## config.mk

```make
export PLATFORM = sky130hd
export DESIGN_NAME = multicycle_sequencer
export DESIGN_NICKNAME = d
export VERILOG_FILES = /design/src/rtl/multicycle_sequencer.sv
export SDC_FILE = /design/constraint.sdc
export NUM_CORES = 1
export LEC_CHECK = 0
export CAP_MARGIN = 10
export CELL_PAD_IN_SITES_DETAIL_PLACEMENT = 0
export CELL_PAD_IN_SITES_GLOBAL_PLACEMENT = 1
export CORE_MARGIN = 4
export CORE_UTILIZATION = 37
export CTS_BUF_LIST = sky130_fd_sc_hd__clkbuf_16
export DETAILED_ROUTE_END_ITERATION = 10
export PLACE_DENSITY = 0.82
export SYNTH_ARGS = -nofsm -noshare
export SYNTH_HDL_FRONTEND = slang
export SYNTH_SLANG_ARGS = --single-unit
```

## constraint.sdc

```tcl
create_clock -name CLK -period 2.09 [get_ports CLK]
set_input_delay 0.418 -clock CLK [delete_from_list [all_inputs] [get_ports CLK]]
set_output_delay 0.418 -clock CLK [all_outputs]
set_load 0.03 [all_outputs]
```

## src/rtl/multicycle_sequencer.sv

```systemverilog
// ---------------------------------------------------------------------------
// multicycle_sequencer
//
// Control sequencer for the 24-bit-instruction CPU datapath. It walks each
// instruction through FETCH -> DECODE -> EXECUTE -> (WRITEBACK), drives the
// datapath strobes, and handshakes with a wait-stated instruction memory.
// Run/single-step/halt and a fetch-timeout fault are provided for bring-up.
//
// Parameters:
//   COUNT_WIDTH    width of the retired-instruction counter
//   FETCH_TIMEOUT  FETCH cycles without imem_ready before entering FAULT
//                  (1..255)
//
// Ports:
//   CLK          system clock, all state on the rising edge
//   reset        asynchronous active-low reset
//   opcode       instr[23:20] from the instruction register
//   Zero         ALU zero flag (BEQ condition)
//   run          level, free-run while high
//   step         one-cycle pulse, run exactly one instruction from IDLE
//   imem_ready   instruction memory has a valid word this cycle
//   imem_req     fetch request, high throughout FETCH
//   IRWrite      instruction-register load strobe
//   PCWrite      PC update strobe
//   PCSrc        0 = PC+1, 1 = PC+immediate
//   RegWrite     register-file write strobe
//   ALUSrc       0 = RA2 operand, 1 = immediate
//   ALUControl   00 ADD, 01 SUB, 10 AND, 11 OR
//   state        current state code
//   halted       HALT instruction executed
//   fault        fetch timeout occurred
//   instr_count  retired-instruction counter (wraps)
// ---------------------------------------------------------------------------
module multicycle_sequencer #(
  parameter int COUNT_WIDTH   = 16,
  parameter int FETCH_TIMEOUT = 15
) (
  input  logic                   CLK,
  input  logic                   reset,
  input  logic [3:0]             opcode,
  input  logic                   Zero,
  input  logic                   run,
  input  logic                   step,
  input  logic                   imem_ready,
  output logic                   imem_req,
  output logic                   IRWrite,
  output logic                   PCWrite,
  output logic                   PCSrc,
  output logic                   RegWrite,
  output logic                   ALUSrc,
  output logic [1:0]             ALUControl,
  output logic [2:0]             state,
  output logic                   halted,
  output logic                   fault,
  output logic [COUNT_WIDTH-1:0] instr_count
);

  typedef enum logic [2:0] {
    S_IDLE      = 3'd0,
    S_FETCH     = 3'd1,
    S_DECODE    = 3'd2,
    S_EXECUTE   = 3'd3,
    S_WRITEBACK = 3'd4,
    S_HALTED    = 3'd5,
    S_FAULT     = 3'd6
  } state_t;

  localparam logic [3:0] OP_BEQ  = 4'h8;
  localparam logic [3:0] OP_HALT = 4'hF;
  localparam logic [7:0] TMO_LAST = 8'(FETCH_TIMEOUT - 1);

  state_t                 r_state;
  logic [3:0]             r_op;
  logic                   r_step_mode;
  logic [7:0]             r_tmo;
  logic [COUNT_WIDTH-1:0] r_count;

  logic   w_is_alu;
  logic   w_is_beq;
  logic   w_is_halt;
  logic   w_is_nop;
  logic   w_retire;
  logic   w_tmo_hit;
  state_t w_after_retire;

  // Instruction class comes from the latched opcode, never the live input.
  assign w_is_alu  = (r_op <= 4'd5);
  assign w_is_beq  = (r_op == OP_BEQ);
  assign w_is_halt = (r_op == OP_HALT);
  assign w_is_nop  = !(w_is_alu || w_is_beq || w_is_halt);

  assign w_retire  = ((r_state == S_EXECUTE) && (w_is_beq || w_is_nop)) ||
                     (r_state == S_WRITEBACK);

  // This FETCH cycle is the last one allowed without ready.
  assign w_tmo_hit = (r_tmo == TMO_LAST);

  // Single-step always parks in IDLE; free-run continues only while run is
  // still high at the retire cycle, so dropping run finishes the instruction.
  assign w_after_retire = (run && !r_step_mode) ? S_FETCH : S_IDLE;

  always_ff @(posedge CLK or negedge reset) begin
    if (!reset) begin
      r_state     <= S_IDLE;
      r_op        <= 4'h0;
      r_step_mode <= 1'b0;
      r_tmo       <= 8'd0;
      r_count     <= '0;
    end else begin
      case (r_state)
        S_IDLE: begin
          if (run || step) begin
            r_state     <= S_FETCH;
            r_step_mode <= !run;  // run wins when both are high
          end
        end
        S_FETCH: begin
          if (imem_ready) begin
            r_state <= S_DECODE;
            r_tmo   <= 8'd0;
          end else if (w_tmo_hit) begin
            r_state <= S_FAULT;
          end else begin
            r_tmo <= r_tmo + 8'd1;
          end
        end
        S_DECODE: begin
          r_op    <= opcode;
          r_state <= S_EXECUTE;
        end
        S_EXECUTE: begin
          if (w_is_halt)     r_state <= S_HALTED;
          else if (w_is_alu) r_state <= S_WRITEBACK;
          else               r_state <= w_after_retire;
        end
        S_WRITEBACK: r_state <= w_after_retire;
        S_HALTED:    r_state <= S_HALTED;
        S_FAULT:     r_state <= S_FAULT;
        default:     r_state <= S_IDLE;
      endcase

      if (w_retire) r_count <= r_count + COUNT_WIDTH'(1);
    end
  end

  // Strobes are decoded from the state register; IRWrite and PCSrc also
  // follow imem_ready / Zero in the same cycle, as the datapath expects.
  always_comb begin
    state       = r_state;
    imem_req    = (r_state == S_FETCH);
    IRWrite     = (r_state == S_FETCH) && imem_ready;
    PCWrite     = w_retire;
    PCSrc       = (r_state == S_EXECUTE) && w_is_beq && Zero;
    RegWrite    = (r_state == S_WRITEBACK);
    halted      = (r_state == S_HALTED);
    fault       = (r_state == S_FAULT);
    instr_count = r_count;

    // ALU configuration from the op register only: stable through EXECUTE
    // and WRITEBACK regardless of what the IR input does.
    ALUSrc     = 1'b0;
    ALUControl = 2'b00;
    case (r_op)
      4'h0:    ALUControl = 2'b00;
      4'h1:    ALUControl = 2'b01;
      4'h2:    ALUControl = 2'b10;
      4'h3:    ALUControl = 2'b11;
      4'h4: begin ALUControl = 2'b00; ALUSrc = 1'b1; end
      4'h5: begin ALUControl = 2'b01; ALUSrc = 1'b1; end
      4'h8:    ALUControl = 2'b01;
      default: ALUControl = 2'b00;
    endcase
  end

endmodule

```

==> results of run 1 <==
## per-stage QoR
step | utilization, % | setup TNS [ns] | total power [uW]
6_report | 55.3 | 0 | 3120
5_1_grt | 55.3 | -0.00419 | 3320
4_1_cts | 54.6 | 0 | 3100
3_5_place_dp | 50.6 | 0 | 2300
3_3_place_gp | 50.6 | 0 | 2250
2_1_floorplan | - | 0 | 1830
## power by group through the flow
stage | sequential (uW) | clock (uW) | combinational [uW]
4_1_cts | 983 | 817 | 1300
6_report | 995 | 794 | 1330
2_1_floorplan | 1080 | 0 | 751
3_3_place_gp | 971 | 0 | 1280
5_1_grt | 1030 | 844 | 1450
3_5_place_dp | 992 | 0 | 1310
## final cells by class
| cell class | count | share of cell area [%] |
|---|---|---|
| timing repair buffer | 45 | 18.0 |
| sequential | 32 | 35.1 |
| multi-input combinational | 115 | 35.4 |
| clock buffer | 5 | 5.46 |
| clock inverter | 3 | 1.69 |
| inverter | 10 | 1.64 |
| tap | 50 | 2.73 |
## cells in the final DEF, fill, tap and decap left out, types with 2 or more instances in the layout
| cell | count |
|---|---|
| nand4_1 | 10 |
| dfrtp_2 | 3 |
| inv_1 | 11 |
| xnor2_1 | 14 |
| ha_1 | 3 |
| nor3_1 | 4 |
| buf_4 | 11 |
| nand3_1 | 11 |
| dlygate4sd2_1 | 5 |
| clkdlybuf4s50_1 | 28 |
| nor3b_1 | 3 |
| and3_1 | 4 |
| dfrtp_1 | 29 |
| a21oi_1 | 8 |
| o21ai_1 | 2 |
| nor2_1 | 6 |
| mux2_2 | 4 |
| xor2_1 | 2 |
| or3_1 | 3 |
| nand2_1 | 10 |
| mux2i_1 | 2 |
| o21ai_0 | 5 |
| a21o_1 | 2 |
| clkbuf_16 | 5 |
| and4_1 | 2 |
| and2_1 | 2 |
## state kept, by name, summed over array words and instances (netlist names)
register     cells
r_step_mode      1
r_op             4
instr_count     16
r_tmo            8
state            3
## kinds of logic after synthesis
group	count (synthesis)	share of synthesized area (%)
fa+ha+maj	3	2.28
compound gates	27	11.2
xor+xnor	16	8.51
simple gates	63	21.8
buf+inv	15	3.65
flops	32	48.6
mux	6	3.95
## worst max-delay path, stage by stage, from the launching register on
cell and delay [ns]:
dfrtp_2 0.46, buf_4 0.16, and3b_1 0.20, a31o_4 0.31, buf_4 0.19
## metal layers
| layer | GRT usage, % | vias up | part of all wire [%] |
|---|---|---|---|
| met1 | 17.8 | 684 | 42 |
| met4 | 6.32 | 0 | 1.8 |
| met2 | 25.4 | 33 | 51 |
| met3 | 3.34 | 6 | 5.3 |
| met5 | 0 | - | 0 |
| li1 | - | 681 | - |
## worst max path at each step
stage	start	to	cells after the start
3_3_place_gp	r_op[0]	ALUControl[0]	3
2_1_floorplan	state[1]	r_tmo[3]	6
5_1_grt	state[0]	IRWrite	4
3_5_place_dp	r_op[3]	ALUControl[0]	3
6_report	state[1]	PCWrite	4
4_1_cts	r_op[3]	ALUControl[0]	3
## what timing repair did
item,CTS,global route
cloned,0,0
setup endpoints to repair,7,3
resized for setup,7,6
endpoints found under the hold margin,0,0
setup buffers,0,3
hold buffers,0,0
==> summary.txt, run 1 <==
status: completed
crit path max fanout: 17
P_sw: 1220 uW
Hold Path Sink: instr_count[15]
CTS HTree Levels: 2
starting DRC count in detailed routing: 73
hold slack: 0.479 ns
synthesized area: 1650 um^2
initial antenna violation count: 0
Peak VDD IR: 0.000968 V
r2r worst-path depth: 4
post-synth top area share: 48.6%
global-route wire length before repair: 6.38 mm
Arrival @ worst endpoint: 1.60 ns
final period utilization: 96.6%
internal cell power: 1900 uW
area delta synth->final: 39.2%
fillcell total: 357
ys async rst share: 100%
RD Place Congestion: 0.887
Post-synth EDFFs: 0
Hold Fails Final Rpt: 0
Worst-Skew Late Latency: 0.27 ns
syn_nets: 175
# DRC: 0
critical hold path startpoint: instr_count[15]
DRT Pass-1 Iters: 4
nets@finish: 222
Sw Share: 39.0%
I/O pins: 39
Startpoint Class: flip-flop
fin worst setup slack: 0.0717 ns
Main synth FF type: dfrtp_1
Final Slew Violations: 0
Num CTS Buffers: 5
Worst setup EP type: output port
Initial Utilization: 39.7%
die width: 74.7 um
core outline area: 4140 um^2
pin count of the biggest net entering global routing: 33
flop2flop setup slack: 0.18 ns
Mapped Cells: 162
post-route ant nets: 0
combinational power share: 42.7%
synth top area cells: dfrtp_1 49%, xnor2_1 7.4%, nand4_1 3.8%
Clk pin slew, worst setup/hold paths: 0.05 ns
WL/cell: 15.1 um
type of the most critical hold path: reg -> reg
Max Cap Viol: 0
Crit Path Category: reg -> out
Die Span Y: 74.7 um
share of cells above drive strength 1: 14.3%
dpl hpwl: 2.78 mm
WHS Path Cells: 1
floorplan row count: 23
Final Setup Violations: 0
register area: 805 um^2
Reg-to-Reg End: r_tmo[3]
Avg Cell Area, Syn: 10.2 um^2
Clock Power Share: 25.4%
WL final: 3.93 mm
CTS Sinks: 32
Final Non-Filler Cells: 260
Design Area, Final: 2290 um^2
CTS root buf: clkbuf_16
Die Area: 5580 um^2
CTS tree: built
synth cell count leaders: 32 x dfrtp_1, 14 x xnor2_1, 11 x nand3_1
Rel. slew slack: 62.5%
FF-to-FF Start: state[2]
number of synthesized register bits: 32
CTS max path bufs: 2
GRT overflow: 0
cell taking the most area after synthesis: dfrtp_1
most common cell in the netlist: dfrtp_1
ant diodes: 0
placed cells: 249
vias in the first global route: 1,411
Power Density: 1360 nW/um^2
total track usage: 14.8%
Final min period: 2.02 ns
DR vias/cell: 5.40
worst endpoint required time: 1.67 ns
Area after DPL: 2100 um^2
Multi-input gate area: 812 um^2
Leak: 0.000974 uW
sequential-to-total area share from yosys stat: 48.6%
sequential power share: 31.9%
Yosys cell types: 40
worst slew pin tran: 0.555 ns
DP Worst Slack: 0.0228 ns
clock skew: 0.00493 ns
Fmax: 495 MHz
via count: 1,404
Port-buffer cells: 38
Ys Warns: 0
No activity file was read; power rests on OpenSTA's default activity.
==> inputs of run 2 (changes only) <==
- REMOVE_ABC_BUFFERS: default -> 1
- SKIP_LAST_GASP: default -> 1
==> run 2 against run 1 <==
Compared with the run above: global-route usage grew 0.85 points; first-iteration DRC count shrank 21%; worst hold slack lost 0.0024 ns; setup slack lost 0.030 ns; non-clock buffer count shrank 3; power shrank 2.2%; combinational power shrank 5%; flip-flop and latch count is the same; register-to-register slack lost 0.07 ns; sequential power shrank 0.8%; largest cell class is now registers.
==> summary.txt, run 2 (synthesis results as in run 1) <==
Post-CTS Hold Fix Bufs: 0
Max Cap Viol: 0
CTS tree: built
Die Span Y: 74.7 um
Leak: 0.000967 uW
initial antenna violation count: 0
WL/cell: 15.1 um
starting DRC count in detailed routing: 58
Startpoint Class: flip-flop
internal cell power: 1850 uW
CP Cell Sequence: nor4b_2, o21bai_1, dlygate4sd2_1
Port-buffer cells: 38
fin worst setup slack: 0.0420 ns
Critical path origin: r_op[3]
Num CTS Buffers: 5
final period utilization: 98.0%
Worst-Skew Late Latency: 0.27 ns
Total Power Consumption: 3050 uW
GRT overflow: 0
RSZ-0062 raised after global routing: false
CP max-delay cell: dfrtp_1
worst stage delay on the critical path: 0.47 ns
via count: 1,396
Die Area: 5580 um^2
most frequent cells in the layout: 32 x dfrtp_1, 28 x clkdlybuf4s50_1, 14 x xnor2_1
Hold Fails Final Rpt: 0
combinational power share: 41.6%
core outline area: 4140 um^2
CTS max path bufs: 2
nets@finish: 219
CTS HTree Levels: 2
CTS root buf: clkbuf_16
P_sw: 1200 uW
Reg-to-Reg End: r_tmo[6]
FF-to-FF Start: state[1]
DRT Pass-1 Iters: 4
Crit Path Category: reg -> out
ant diodes: 0
dpl hpwl: 2.78 mm
Arrival @ worst endpoint: 1.63 ns
Peak VDD IR: 0.000765 V
worst slew pin tran: 0.574 ns
Rel. slew slack: 61.2%
area delta synth->final: 36.9%
hold slack: 0.477 ns
type of the most critical hold path: reg -> reg
post-CTS setup buffer count: 0
Area after DPL: 2090 um^2
total track usage: 15.6%
worst endpoint required time: 1.67 ns
Final Slew Violations: 0
vias in the first global route: 1,414
pin count of the biggest net entering global routing: 33
Clock Power Share: 26.0%
share of cells above drive strength 1: 10.6%
Design Area, Final: 2250 um^2
die width: 74.7 um
Final Setup Violations: 0
Worst setup EP type: output port
DP Worst Slack: 0.00532 ns
WHS Path Cells: 1
RD Place Congestion: 0.831
CTS resizes: 6
crit path max fanout: 8
I/O pins: 39
Fmax: 488 MHz
# DRC: 0
critical hold path startpoint: instr_count[15]
commonest non-fill, non-tap cell in the layout: dfrtp_1
Power Density: 1350 nW/um^2
post-route ant nets: 0
flop2flop setup slack: 0.11 ns
CTS Sinks: 32
global-route wire length before repair: 6.60 mm
Clk pin slew, worst setup/hold paths: 0.05 ns
floorplan row count: 23
DR vias/cell: 5.43
r2r worst-path depth: 4
Sw Share: 39.2%
status: completed
Final min period: 2.05 ns
WL final: 3.88 mm
clock skew: 0.00375 ns
max FFs per register: 16
Setup TNS: 0 ns
Initial Utilization: 39.7%
sequential power share: 32.4%
Hold Path Sink: instr_count[15]
[run 2: routing by layer]
| metal | track usage (%) | share of wire, % |
|---|---|---|
| met1 | 19.1 | 44 |
| met2 | 25.9 | 49 |
| met3 | 4.27 | 6.2 |
| met4 | 6.92 | 1.5 |
| met5 | 0 | 0 |
[run 2: worst max-delay path by stage]
stage,to,cells after the start
after floorplan,instr_count[1],3
after global placement,ALUControl[0],3
after detailed placement,ALUControl[0],3
after CTS,ALUControl[1],3
after global routing,ALUControl[0],3
final,ALUControl[0],3
[run 2: critical path, delay by kind of cell, from the launching register on]
family | cells | cell delay, ns
buf+inv | 1 | 0.41
simple gates | 1 | 0.32
flops | 1 | 0.47
compound gates | 1 | 0.15
[run 2: stage by stage]
stage	std cells	utilization, %
after floorplan	157	-
after global placement	249	50.4
after detailed placement	249	50.4
after CTS	257	54.3
after global routing	257	54.4
final	257	54.4
[run 2: area by class of cell]
| type | instances | area (um^2) |
|---|---|---|
| well taps | 50 | 62.6 |
| multi-input cells | 115 | 792 |
| flip-flops and latches | 32 | 801 |
| inverters | 10 | 37.5 |
| clock buffers | 5 | 125 |
| fillers | 373 | 1890 |
| repair buffers | 42 | 398 |
| clock inverters | 3 | 38.8 |
[run 2: power groups by stage]
stage	logic [uW]	clock network, uW	registers [uW]
5_1_grt	1390	842	1020
2_1_floorplan	677	0	1080
6_report	1270	794	987
4_1_cts	1290	812	982
3_5_place_dp	1300	0	984
3_3_place_gp	1270	0	962
==> inputs of run 3 (changes only) <==
- ABC_AREA: default -> 1
- PLACE_DENSITY: 0.82 -> 0.83
- TNS_END_PERCENT: default -> 1
==> run 3 against run 2 <==
Compared with the run above: the flow now finishes with violations (negative setup slack); utilization fell by 4.7 points; die area rose by 22%; synthesized cell count rose by 75%; area after synthesis rose by 24%; clock power fell by 17%; setup slack got worse by 0.11 ns; worst hold slack improved by 0.053 ns; critical path depth rose by 1; first-iteration DRC count rose by 59%; global-route usage rose by 0.40 points; highest routed layer unchanged.
==> summary.txt, run 3 <==
status: finished, violations left
failing checks: negative setup slack
combinational power share: 45.4%
Max Cap Viol: 0
cell taking the most area after synthesis: dfrtp_1
share of cells above drive strength 1: 9.26%
Fmax: 464 MHz
Die Span Y: 82.4 um
Total Power Consumption: 2870 uW
Final Slew Violations: 0
# DRC: 0
GRT overflow: 0
DR vias/cell: 4.82
post-route ant nets: 0
hold slack: 0.529 ns
Peak VDD IR: 0.000721 V
CTS tree: built
Initial Utilization: 39.1%
DP Worst Slack: 0.146 ns
CTS Sinks: 32
DRT Pass-1 Iters: 4
most common cell in the netlist: nand2_1
most frequent cells in the layout: 88 x nand2_1, 33 x nand3_1, 33 x inv_1, 33 x clkdlybuf4s50_1, 32 x dfrtp_1
synthesized area: 2050 um^2
Mapped Cells: 284
post-synth top area share: 39.1%
core outline area: 5240 um^2
nets@finish: 339
WL final: 4.68 mm
Post-synth EDFFs: 0
Startpoint Class: flip-flop
total track usage: 16.0%
synth cell count leaders: 88 x nand2_1, 33 x inv_1, 33 x nand3_1
xor/xnor cell area share of the yosys netlist: 3.42%
clock skew: 0.00433 ns
die width: 82.4 um
crit path max fanout: 6
P_sw: 1240 uW
WL/cell: 11.9 um
simple-gate area share of the yosys netlist: 40.0%
Setup TNS: -0.139 ns
Hold Fails Final Rpt: 0
fillcell total: 507
vias in the first global route: 1,817
I/O pins: 39
ys async rst share: 100%
type of the most critical hold path: reg -> reg
Worst setup EP type: output port
Power Density: 1100 nW/um^2
pin count of the biggest net entering global routing: 33
area delta synth->final: 27.1%
fin worst setup slack: -0.0641 ns
Num CTS Buffers: 5
internal cell power: 1640 uW
worst endpoint required time: 1.67 ns
Multi-input gate area: 1060 um^2
CTS root buf: clkbuf_16
post-CTS setup buffer count: 0
sequential power share: 31.7%
Worst-Skew Late Latency: 0.27 ns
flop2flop setup slack: 0.63 ns
via count: 1,901
Clk pin slew, worst setup/hold paths: 0.05 ns
global-route wire length before repair: 8.40 mm
Sw Share: 43.1%
number of synthesized register bits: 32
CTS HTree Levels: 2
Yosys cell types: 35
worst slew pin tran: 0.426 ns
commonest non-fill, non-tap cell in the layout: nand2_1
RD Place Congestion: 0.849
Final min period: 2.15 ns
Crit Path Category: reg -> out
CTS max path bufs: 2
largest family of logic cells by synthesized area: simple AND/OR/NAND/NOR gates
Avg Cell Area, Syn: 7.21 um^2
mux share of post-synthesis cell area: 0.550%
Port-buffer cells: 38
max FFs per register: 16
floorplan row count: 26
Main synth FF type: dfrtp_1
post-synthesis compound-gate area fraction: 6.11%
starting DRC count in detailed routing: 92
ant diodes: 0
dpl hpwl: 3.36 mm
Clock Power Share: 22.9%
Arrival @ worst endpoint: 1.74 ns
sequential-to-total area share from yosys stat: 39.1%
adder-cell share of the synthesized area: 1.83%
Rel. slew slack: 71.6%
initial antenna violation count: 0
Post-CTS Hold Fix Bufs: 0
final period utilization: 103%
Die Area: 6790 um^2
register area: 801 um^2
Leak: 0.00125 uW
Final Setup Violations: 3
Ys Warns: 0
synth top area cells: dfrtp_1 39%, nand2_1 16%, nand3_1 8.1%
RSZ-0062 raised after global routing: true
## run 3: changes by cell type in the layout (fill, tap and decap cells not counted), sizes merged, moves of 5 or more
cell,previous run,this run
nand2,10,93
nand3,11,35
nor2,6,34
clkdlybuf4s50,28,33
o21ai,7,13
xnor2,14,2
inv,11,36
## run 3: path summary, 6_finish.rpt
check | start | endpoint | cells after the start
setup / recovery | state[1] | imem_req | 4
hold / removal | r_step_mode | r_step_mode | 2
max in group asynchronous | reset | instr_count[12] | 2
setup reg to reg | instr_count[0] | instr_count[8] | 7
hold reg to reg | r_step_mode | r_step_mode | 2
min in group asynchronous | reset | state[2] | 2
## run 3: power by group through the flow
stage                     registers, uW  logic (uW)  clock network, uW
after floorplan                    1010         780                  0
after global placement              913        1320                  0
after detailed placement            917        1320                  0
after CTS                           912        1320                681
after global routing                939        1430                710
final                               912        1300                657
## run 3: routing by layer
metal	part of all wire (%)	GRT usage, %
met4	1.5	5.48
met1	47	20.6
met3	5.8	4.01
met2	46	26.1
met5	0	0
## run 3: repair_timing
action                                  in CTS  in global routing
hold endpoints to repair                     0                  0
gates cloned                                 0                  0
endpoints found under the setup margin       5                  5
gates resized for setup                      1                  1
## run 3: worst max-delay path: stages, from the launching register on
cell and delay, ns:
dfrtp_1 0.46, inv_2 0.14, nand3_4 0.11, clkinv_2 0.09
clkdlybuf4s50_1 0.67
## run 3: cells by family (layout without fill, tap and decap cells)
family	after synthesis	count (layout)
adders and majority gates	3	3
DFF	32	32
and+or+nand+nor	177	177
muxes	1	1
buffers and inverters	41	81
xor gates and xnor gates	8	8
AOI/OAI and AO/OA	22	22
## run 3: area by class of cell
cell class	instances	area share (%)
Multi-Input combinational cell	211	40.9
Clock buffer	5	4.81
Inverter	37	5.48
Sequential cell	32	30.8
Tap cell	70	3.37
Timing Repair Buffer	39	14.7
## run 3: metrics by stage
step | util, % | instance area, um^2 | cells
after CTS | 49.6 | 2600 | 394
final | 49.7 | 2600 | 394
after floorplan | - | 2010 | 280
after global placement | 47.3 | 2470 | 389
after global routing | 49.7 | 2600 | 394
after detailed placement | 47.3 | 2470 | 389
